===== src/rtl/fetch_queue.sv =====
// rtl/fetch_queue.sv - instruction prefetch queue feeding the IF/ID register
module fetch_queue #(
   parameter int          DEPTH    = 4,
   parameter logic [63:0] RESET_PC = 64'd0,
   parameter int          ADDR_W   = 64,
   parameter int          INSTR_W  = 32
) (
   input  logic                       clk,
   input  logic                       reset,
   output logic                       imem_req,
   output logic [ADDR_W-1:0]          imem_addr,
   input  logic                       imem_rvalid,
   input  logic [INSTR_W-1:0]         imem_rdata,
   input  logic                       redirect,
   input  logic [ADDR_W-1:0]          redirect_pc,
   output logic                       out_valid,
   output logic [INSTR_W-1:0]         out_instr,
   output logic [ADDR_W-1:0]          out_pc,
   input  logic                       out_ready,
   output logic [$clog2(DEPTH+1)-1:0] count
);

   localparam int PW = (DEPTH > 1) ? $clog2(DEPTH) : 1;
   localparam int CW = $clog2(DEPTH+1);

   // started_q holds off the first request until a clock edge has been seen out of reset
   logic               started_q, started_d;
   logic               inflight_q, inflight_d;
   logic               drop_q, drop_d;
   logic [ADDR_W-1:0]  fetch_pc_q, fetch_pc_d;
   logic [ADDR_W-1:0]  req_pc_q, req_pc_d;
   logic [PW-1:0]      head_q, head_d;
   logic [PW-1:0]      tail_q, tail_d;
   logic [CW-1:0]      count_q, count_d;
   logic [INSTR_W-1:0] instr_mem_q [DEPTH];
   logic [INSTR_W-1:0] instr_mem_d [DEPTH];
   logic [ADDR_W-1:0]  pc_mem_q [DEPTH];
   logic [ADDR_W-1:0]  pc_mem_d [DEPTH];

   logic [CW:0]        credit_used;
   logic               wr_en;
   logic               pop;

   // Request issue uses registered occupancy plus the outstanding request only
   always_comb begin
      credit_used = {1'b0, count_q} + {{CW{1'b0}}, inflight_q};
      imem_req    = started_q && (credit_used < (CW+1)'(DEPTH));
      imem_addr   = fetch_pc_q;
      out_valid   = (count_q != '0);
      out_instr   = instr_mem_q[head_q];
      out_pc      = pc_mem_q[head_q];
      count       = count_q;
      wr_en       = imem_rvalid && inflight_q && !drop_q && !redirect;
      pop         = out_valid && out_ready;
   end

   // Next-state: redirect flushes everything, otherwise capture responses and pop the head
   always_comb begin
      started_d   = 1'b1;
      inflight_d  = imem_req;
      drop_d      = 1'b0;
      fetch_pc_d  = fetch_pc_q;
      req_pc_d    = imem_req ? fetch_pc_q : req_pc_q;
      head_d      = head_q;
      tail_d      = tail_q;
      count_d     = count_q;
      instr_mem_d = instr_mem_q;
      pc_mem_d    = pc_mem_q;

      if (redirect) begin
         // The request issued this cycle returns next cycle for the old path
         drop_d     = imem_req;
         fetch_pc_d = redirect_pc;
         head_d     = '0;
         tail_d     = '0;
         count_d    = '0;
      end else begin
         if (imem_req) begin
            fetch_pc_d = fetch_pc_q + ADDR_W'(4);
         end
         if (wr_en) begin
            instr_mem_d[tail_q] = imem_rdata;
            pc_mem_d[tail_q]    = req_pc_q;
            tail_d              = tail_q + PW'(1);
         end
         if (pop) begin
            head_d = head_q + PW'(1);
         end
         case ({wr_en, pop})
            2'b10:   count_d = count_q + CW'(1);
            2'b01:   count_d = count_q - CW'(1);
            default: count_d = count_q;
         endcase
      end
   end

   // State registers, cleared asynchronously by reset
   always_ff @(posedge clk or negedge reset) begin
      if (!reset) begin
         started_q   <= 1'b0;
         inflight_q  <= 1'b0;
         drop_q      <= 1'b0;
         fetch_pc_q  <= RESET_PC[ADDR_W-1:0];
         req_pc_q    <= '0;
         head_q      <= '0;
         tail_q      <= '0;
         count_q     <= '0;
         instr_mem_q <= '{default: '0};
         pc_mem_q    <= '{default: '0};
      end else begin
         started_q   <= started_d;
         inflight_q  <= inflight_d;
         drop_q      <= drop_d;
         fetch_pc_q  <= fetch_pc_d;
         req_pc_q    <= req_pc_d;
         head_q      <= head_d;
         tail_q      <= tail_d;
         count_q     <= count_d;
         instr_mem_q <= instr_mem_d;
         pc_mem_q    <= pc_mem_d;
      end
   end

   // Credit accounting must never let a response land in a full queue
   a_no_overflow: assert property (@(posedge clk) disable iff (!reset)
      !(wr_en && (count_q == CW'(DEPTH))));

endmodule

===== config.mk =====
export PLATFORM = sky130hd
export DESIGN_NAME = fetch_queue
export DESIGN_NICKNAME = d
export VERILOG_FILES = /design/src/rtl/fetch_queue.sv
export SDC_FILE = /design/constraint.sdc
export NUM_CORES = 1
export LEC_CHECK = 0
export ABC_AREA = 1
export BUFFER_PORTS_ARGS = -buffer_cell sky130_fd_sc_hd__buf_4
export CAP_MARGIN = 25
export CORE_MARGIN = 10
export CORE_UTILIZATION = 59
export DETAILED_ROUTE_END_ITERATION = 6
export PLACE_DENSITY = 0.76
export SKIP_LAST_GASP = 1
export SLEW_MARGIN = 20
export SYNTH_ARGS = -nofsm -noshare
export SYNTH_HDL_FRONTEND = slang
export SYNTH_SLANG_ARGS = --single-unit

===== constraint.sdc =====
create_clock -name clk -period 1.9 [get_ports clk]
set_input_delay 0.19 -clock clk [delete_from_list [all_inputs] [get_ports clk]]
set_output_delay 0.19 -clock clk [all_outputs]
set_load 0.05 [all_outputs]

==> out/summary.json, run 1 <==
{
  "yosys_register_bits": {"value": 522},
  "maxSlewHeadroom": {"value": 0.5671},
  "route.detailed.wl_per_inst": {"value": 19.98, "unit": "µm"},
  "met3RoutedLength": {"value": 6448, "unit": "µm"},
  "worstPathMaxFanout": {"value": 10},
  "synth_edf_count": {"value": 0},
  "worst_setup_path_end_kind": {"value": "output port"},
  "met2_length": {"value": 35950, "unit": "µm"},
  "slowest_stage": {"value": "dfrtp_4"},
  "synthesis.area_per_instance": {"value": 8.071, "unit": "µm²"},
  "rrSetupSlack": {"value": 0.02, "unit": "ns"},
  "post_synthesis_instance_area": {"value": 24030, "unit": "µm²"},
  "outcome": {"value": "finished with violations"},
  "timing_worst_setup_path_type": {"value": "flop to output port"},
  "die_height": {"value": 221.8, "unit": "µm"},
  "fp.dieArea": {"value": 49200, "unit": "µm²"},
  "maxUsedRoutingLayer": {"value": "met5"},
  "power.density_cell_area": {"value": 1501, "unit": "nW/µm²"},
  "ys_top_cells_by_count": {"value": "nand2_1, o21ai_0, dfrtp_1"},
  "syn_warnings": {"value": 0},
  "synth_async_sr_flop_share": {"value": 1.000},
  "final_net_count": {"value": 3407},
  "synth_fp_nets": {"value": 3084},
  "critical-path-top-cell-by-count": {"value": "buf_12"},
  "first_global_vias": {"value": 22007},
  "ys.flop_type": {"value": "dfrtp_1"},
  "cts_root_buffer": {"value": "clkbuf_16"},
  "grt_pass1_wl": {"value": 119900, "unit": "µm"},
  "multi_input_comb_area": {"value": 10090, "unit": "µm²"},
  "overflow": {"value": 0},
  "drc": {"value": 3},
  "antenna-diode-count": {"value": 0},
  "n_fill_cell": {"value": 2745},
  "initial_core_util": {"value": 0.6006},
  "grt_antenna_before_repair": {"value": 1},
  "cp_data_arrival_time": {"value": 2.15, "unit": "ns"},
  "clkLatencyLatePin": {"value": 0.61, "unit": "ns"},
  "report.final.slew_viol_count": {"value": 0},
  "synth.distinct_cells": {"value": 30},
  "post_drt_via_cell_ratio": {"value": 5.856},
  "ant_nets": {"value": 0},
  "detailroute.via_count": {"value": 22628},
  "clkSlewWorstSetupHoldPaths": {"value": 0.06, "unit": "ns"},
  "regArea": {"value": 13070, "unit": "µm²"},
  "flow.area_growth_from_synthesis": {"value": 29.23, "unit": "%"},
  "io_buffer_count": {"value": 265},
  "drv.max_cap_violation_count": {"value": 0},
  "final-setup-viol-count": {"value": 97},
  "timing.final.hold_violations": {"value": 0},
  "maximum_number_of_pins_on_one_net_before_global_route_repair": {"value": 139},
  "core": {"value": 40010, "unit": "µm²"},
  "synthDominantAreaCellType": {"value": "dfrtp_1"},
  "gp_congestion": {"value": 0.9725},
  "htree_levels": {"value": 2},
  "drive_gt1_frac": {"value": 0.1839},
  "peak_freq": {"value": 0.4281, "unit": "GHz"},
  "cellLeakagePower": {"value": 0.01495, "unit": "µW"},
  "wl": {"value": 77200, "unit": "µm"},
  "placed_area": {"value": 27380, "unit": "µm²"},
  "unrepaired_setup_endpoints_after_global_routing": {"value": "yes"},
  "worst_hold_check_path_type": {"value": "input pin to flop"},
  "fin_worst_skew": {"value": 0.03076, "unit": "ns"},
  "tightest_slew": {"value": 0.6493, "unit": "ns"},
  "ir_worst_vdd": {"value": 0.0009884, "unit": "V"},
  "initial_detailed_routing_violation_count": {"value": 2460},
  "io_pins": {"value": 266},
  "chipWidth": {"value": 221.8, "unit": "µm"},
  "synth.area.top_cells": {"value": "dfrtp_1, o21ai_0, nand2_1, nor2_1, inv_1"},
  "failed_checks": {"value": "design-rule violations, negative setup slack"},
  "place_hpwl": {"value": 48170, "unit": "µm"},
  "tritoncts": {"value": "done"},
  "stdcell_area": {"value": 31050, "unit": "µm²"},
  "yosys.area.top_type_share": {"value": 0.5437},
  "cts.path.max_buffers": {"value": 3},
  "setup_ws": {"value": -0.4358, "unit": "ns"},
  "timing.final.crit_share": {"value": 1.229},
  "first_pass_iters": {"value": 7},
  "drt-met1-wl": {"value": 32050, "unit": "µm"},
  "timing.setup.tns": {"value": -33.30, "unit": "ns"},
  "placement_rows": {"value": 73},
  "cpPeakStageDelay": {"value": 0.56, "unit": "ns"},
  "startpoint_type": {"value": "flop"},
  "crit_required": {"value": 1.71, "unit": "ns"},
  "numCtsBuffers": {"value": 53},
  "synth-seq-area-share": {"value": 0.5437},
  "globalRouteTotalUtil": {"value": 0.2984},
  "synth.most_common_cell": {"value": "nand2_1"},
  "post_synth_inst_count": {"value": 2977},
  "path_cells": {"value": "buf_12 > buf_12 > clkbuf_16 > nor2_1 > o22ai_2 > buf_4"},
  "fin_crit": {"value": 2.336, "unit": "ns"},
  "clkSinkCount": {"value": 522}
}
## what timing repair did
action | in CTS | in global routing
gates resized for setup | 107 | 104
cloned | 5 | 9
hold buffers | 98 | 0
hold endpoints to repair | 512 | 0
setup endpoints to repair | 97 | 107
pin swaps | 6 | 5
setup buffers | 5 | 1
## layout by cell type (no fill, tap or decap), types with 74 or more instances in the layout
cell and instances:
inv_1 233, o21ai_1 74, nand3_1 81, buf_4 224, o21ai_0 626, dlygate4sd3_1 98
nand2_1 756, o22ai_2 96, nor2_1 269, dfrtp_1 515, buf_6 80
## worst max-delay path, delay by kind of cell (launching register included)
family / cells / cell delay, ns
buffers and inverters: 4 / 0.71
flip-flops: 1 / 0.56
AND/OR/NAND/NOR: 1 / 0.16
AO/OA/AOI/OAI: 1 / 0.10
## per-stage QoR
stage | worst slack [ns] | std cells | util | power [µW] | hold slack (ns)
floorplan | -0.2136 | 2977 | - | 27670 | -0.1056
global placement | 0.1008 | 3652 | 0.6844 | 33390 | 0.1591
detailed placement | 0.1130 | 3652 | 0.6844 | 33850 | 0.1609
finish | -0.4358 | 3864 | 0.7761 | 46610 | 0.1050
CTS | -0.4105 | 3854 | 0.7642 | 45600 | 0.07675
global route | -0.4604 | 3864 | 0.7761 | 48790 | 0.1335
## report_power, final
group	total, µW	switching [µW]	internal, µW
combinational	20200	13200	6960
clock	10500	4360	6190
sequential	15900	2090	13800
total	46600	19600	27000
## kinds of logic after synthesis
family                     Yosys count  synth area share
other                                1         0.0001561
AOI/OAI and AO/OA                  829            0.1806
xor gates and xnor gates            19          0.006926
DFF                                522            0.5437
buffers and inverters              422           0.06999
and+or+nand+nor                   1178            0.1952
adders and majority gates            6          0.003437
## flip-flops by register name, indices dropped and copies added (netlist names)
signal,flops
drop_q,1
inflight_q,1
head_q,2
imem_addr,64
started_q,1
count,3
instr_mem_q,128
tail_q,2
pc_mem_q,256
req_pc_q,64
## cell type report
| type | count | area share |
|---|---|---|
| Sequential cell | 522 | 0.4211 |
| Inverter | 243 | 0.02986 |
| Tap cell | 525 | 0.02116 |
| Clock inverter | 11 | 0.005521 |
| Timing Repair Buffer | 447 | 0.1469 |
| Multi-Input combinational cell | 2033 | 0.3249 |
| Clock buffer | 83 | 0.05057 |
## path summary, 6_finish.rpt
| check | to | cells after the start | from |
|---|---|---|---|
| setup / recovery | out_pc[57] | 6 | head_q[0]$_DFFE_PN0P_ |
| hold / removal | drop_q$_DFF_PN0_ | 4 | redirect |
| setup reg to reg | imem_addr[63]$_DFFE_PN0P_ | 7 | imem_addr[4]$_DFFE_PN0P_ |
| hold reg to reg | pc_mem_q[103]$_DFFE_PN0P_ | 2 | pc_mem_q[103]$_DFFE_PN0P_ |
| max in group asynchronous | pc_mem_q[242]$_DFFE_PN0P_ | 3 | reset |
| min in group asynchronous | instr_mem_q[88]$_DFFE_PN0P_ | 2 | reset |
## layer usage
layer  GRT usage  vias up
met5           0        -
met4      0.1104        2
met3     0.05457      175
met2      0.4715     1097
met1      0.4044    11019
li1            -    10335
Note: power is estimated with default switching activity, not from simulation.
==> inputs of run 2 (changes only) <==
--- a/config.mk
+++ b/config.mk
@@ -5,11 +5,11 @@
 export SDC_FILE = /design/constraint.sdc
 export NUM_CORES = 1
 export LEC_CHECK = 0
-export ABC_AREA = 1
 export BUFFER_PORTS_ARGS = -buffer_cell sky130_fd_sc_hd__buf_4
 export CAP_MARGIN = 25
 export CORE_MARGIN = 10
 export CORE_UTILIZATION = 59
+export CTS_CLUSTER_SIZE = 24
 export DETAILED_ROUTE_END_ITERATION = 6
 export PLACE_DENSITY = 0.76
 export SKIP_LAST_GASP = 1
==> out/summary.json, run 2 <==
{
  "outcome": {"value": "finished with violations"},
  "failed_checks": {"value": "negative setup slack"},
  "worst_setup_path_end_kind": {"value": "flop"},
  "syn_warnings": {"value": 0},
  "io_pins": {"value": 266},
  "crit_required": {"value": 2.43, "unit": "ns"},
  "setup_ws": {"value": -0.4645, "unit": "ns"},
  "core": {"value": 38740, "unit": "µm²"},
  "initial_core_util": {"value": 0.5974},
  "initial_detailed_routing_violation_count": {"value": 1476},
  "worstPathMaxFanout": {"value": 5},
  "synth_edf_count": {"value": 0},
  "fin_crit": {"value": 2.364, "unit": "ns"},
  "placedCellCount": {"value": 2570},
  "chipWidth": {"value": 218.1, "unit": "µm"},
  "drv.max_cap_violation_count": {"value": 0},
  "grt_pass1_wl": {"value": 105500, "unit": "µm"},
  "cellLeakagePower": {"value": 0.01504, "unit": "µW"},
  "layout_commonest_cell": {"value": "dfrtp_1"},
  "numCtsBuffers": {"value": 53},
  "hold_path.startpoint": {"value": "out_ready"},
  "path_cells": {"value": "and3_4 > or4b_4 > or4_4 > or3_1 > a31oi_1"},
  "maximum_number_of_pins_on_one_net_before_global_route_repair": {"value": 81},
  "synth_fp_nets": {"value": 1812},
  "n_fill_cell": {"value": 2061},
  "cp_data_arrival_time": {"value": 2.89, "unit": "ns"},
  "post_synth_inst_count": {"value": 1705},
  "htree_levels": {"value": 2},
  "whs": {"value": 0.09224, "unit": "ns"},
  "worst_r2r_startpoint": {"value": "count[1]$_DFFE_PN0P_"},
  "route.detailed.wl_per_inst": {"value": 24.44, "unit": "µm"},
  "detailroute.via_count": {"value": 16984},
  "synthesis.area_per_instance": {"value": 13.57, "unit": "µm²"},
  "cts_root_buffer": {"value": "clkbuf_16"},
  "registers.top_by_ff_count": {"value": "pc_mem_q"},
  "overflow": {"value": 0},
  "finalNonFillerCells": {"value": 2831},
  "finalPower": {"value": 45590, "unit": "µW"},
  "peak_freq": {"value": 0.4229, "unit": "GHz"},
  "place_hpwl": {"value": 42470, "unit": "µm"},
  "first_pass_iters": {"value": 5},
  "drc": {"value": 0},
  "first_global_vias": {"value": 18022},
  "ant_nets": {"value": 0},
  "flow.area_growth_from_synthesis": {"value": 36.18, "unit": "%"},
  "ys_top_cells_by_count": {"value": "dfrtp_1, mux2_2, nand2_1"},
  "maxSlewHeadroom": {"value": 0.5759},
  "grt_antenna_before_repair": {"value": 7},
  "synth_async_sr_flop_share": {"value": 1.000},
  "largest_reg_flops": {"value": 256},
  "unrepaired_setup_endpoints_after_global_routing": {"value": "yes"},
  "post_synthesis_instance_area": {"value": 23140, "unit": "µm²"},
  "startpoint_type": {"value": "flop"},
  "top_regs": {"value": "pc_mem_q: 256 flops, instr_mem_q: 128 flops"},
  "io_buffer_count": {"value": 265},
  "layout.cells.most_common_list": {"value": "dfrtp_1, mux2_2, buf_4"},
  "worst_hold_check_path_type": {"value": "input pin to flop"},
  "ys.flop_type": {"value": "dfrtp_1"},
  "timing.final.crit_share": {"value": 1.244},
  "clkSlewWorstSetupHoldPaths": {"value": 0.07, "unit": "ns"},
  "clkLatencyLatePin": {"value": 0.61, "unit": "ns"},
  "gp_congestion": {"value": 0.9284},
  "synth.most_common_cell": {"value": "dfrtp_1"},
  "yosys_register_bits": {"value": 522},
  "tightest_slew": {"value": 0.6361, "unit": "ns"},
  "post_drt_via_cell_ratio": {"value": 5.999},
  "slowest_stage": {"value": "or4b_4"},
  "post-route-util": {"value": 0.8136},
  "placement_rows": {"value": 72},
  "timing.final.hold_violations": {"value": 0},
  "power.density_cell_area": {"value": 1446, "unit": "nW/µm²"},
  "fp.dieArea": {"value": 47550, "unit": "µm²"},
  "cts.path.max_buffers": {"value": 3},
  "cp-startpoint": {"value": "count[1]$_DFFE_PN0P_"},
  "clkSinkCount": {"value": 522},
  "tritoncts": {"value": "done"},
  "synthDominantAreaCellType": {"value": "dfrtp_1"},
  "ir_worst_vdd": {"value": 0.001408, "unit": "V"},
  "synth.distinct_cells": {"value": 54},
  "final-setup-viol-count": {"value": 146},
  "drive_gt1_frac": {"value": 0.5082},
  "globalRouteTotalUtil": {"value": 0.2834},
  "timing_worst_setup_path_type": {"value": "flop to flop"},
  "final_net_count": {"value": 2373},
  "yosys.area.top_type_share": {"value": 0.5644},
  "cpPeakStageDelay": {"value": 0.57, "unit": "ns"},
  "die_height": {"value": 218.1, "unit": "µm"},
  "report.final.slew_viol_count": {"value": 0},
  "synth.area.top_cells": {"value": "dfrtp_1, mux2_2, mux4_2, nand2_1, o21ai_0"},
  "fin_worst_skew": {"value": 0.02964, "unit": "ns"},
  "wl": {"value": 69200, "unit": "µm"},
  "timing.setup.tns": {"value": -50.27, "unit": "ns"},
  "synth-seq-area-share": {"value": 0.5644}
}
-- run 2: cells by family (layout without fill, tap and decap cells) --
family                   Yosys count  count (layout)  share of synthesized area
AO/OA/AOI/OAI                     88              88                    0.02227
XOR/XNOR                          42              42                    0.01589
adder cells (fa/ha/maj)            6               6                   0.003568
buffers and inverters            110             712                    0.01854
flip-flops                       522             522                     0.5644
multiplexers                     489             489                     0.2844
other                              1               6                  0.0001620
AND/OR/NAND/NOR                  447             448                    0.09077
-- run 2: cell type report --
class	instances	area (µm²)	share of cell area
Sequential cell	522	13100	0.4155
Multi-Input combinational cell	1074	10220	0.3242
Timing Repair Buffer	606	5761	0.1828
Clock buffer	81	1602	0.05081
Tap cell	518	648.1	0.02056
Clock inverter	16	140.1	0.004446
Inverter	9	41.29	0.001310
Antenna cell	5	12.51	0.0003970
-- run 2: path summary, 6_finish.rpt --
path | endpoint | slack, ns | depth (start not counted)
worst max-delay path | imem_addr[53]$_DFFE_PN0P_ | -0.46 | 5
worst min-delay path | head_q[0]$_DFFE_PN0P_ | 0.09 | 4
worst max register to register | imem_addr[53]$_DFFE_PN0P_ | -0.46 | 5
worst min register to register | pc_mem_q[73]$_DFFE_PN0P_ | 0.50 | 1
max in group asynchronous | pc_mem_q[88]$_DFFE_PN0P_ | 0.98 | 4
min in group asynchronous | imem_addr[59]$_DFFE_PN0P_ | 0.12 | 2
-- run 2: timing repair --
action	4_1_cts	5_1_grt
hold buffers	97	0
gates resized for setup	152	53
cloned	6	5
endpoints found under the setup margin	145	203
buffers inserted	30	35
endpoints found under the hold margin	613	0
pin swaps	60	41
-- run 2: critical path: cells and delay by family, from the launching register on --
family	cells	cell delay, ns
flops	1	0.41
simple gates	4	1.70
compound gates	1	0.17
-- run 2: where the power goes --
part | leakage, µW | internal (µW) | switching (µW)
Sequential | 0.00675 | 13900 | 1920
Clock | 0.000869 | 6060 | 4370
Combinational | 0.00742 | 8400 | 10900
Total | 0.0150 | 28400 | 17200
-- run 2: per-stage QoR --
| stage | worst slack, ns | area [µm²] |
|---|---|---|
| after floorplan | -0.6840 | 23350 |
| after global placement | -0.3848 | 27350 |
| after detailed placement | -0.4192 | 27350 |
| after CTS | -0.4891 | 31060 |
| after global routing | -0.5120 | 31510 |
| final | -0.4645 | 31520 |
-- run 2: layer usage --
layer,GRT usage,part of all wire,vias up,routed length (µm)
met3,0.06935,0.074,184,5138
li1,-,-,7334,-
met5,0,0.00029,-,20
met2,0.4643,0.49,712,33840
met1,0.3644,0.40,8750,27650
met4,0.09581,0.037,4,2550
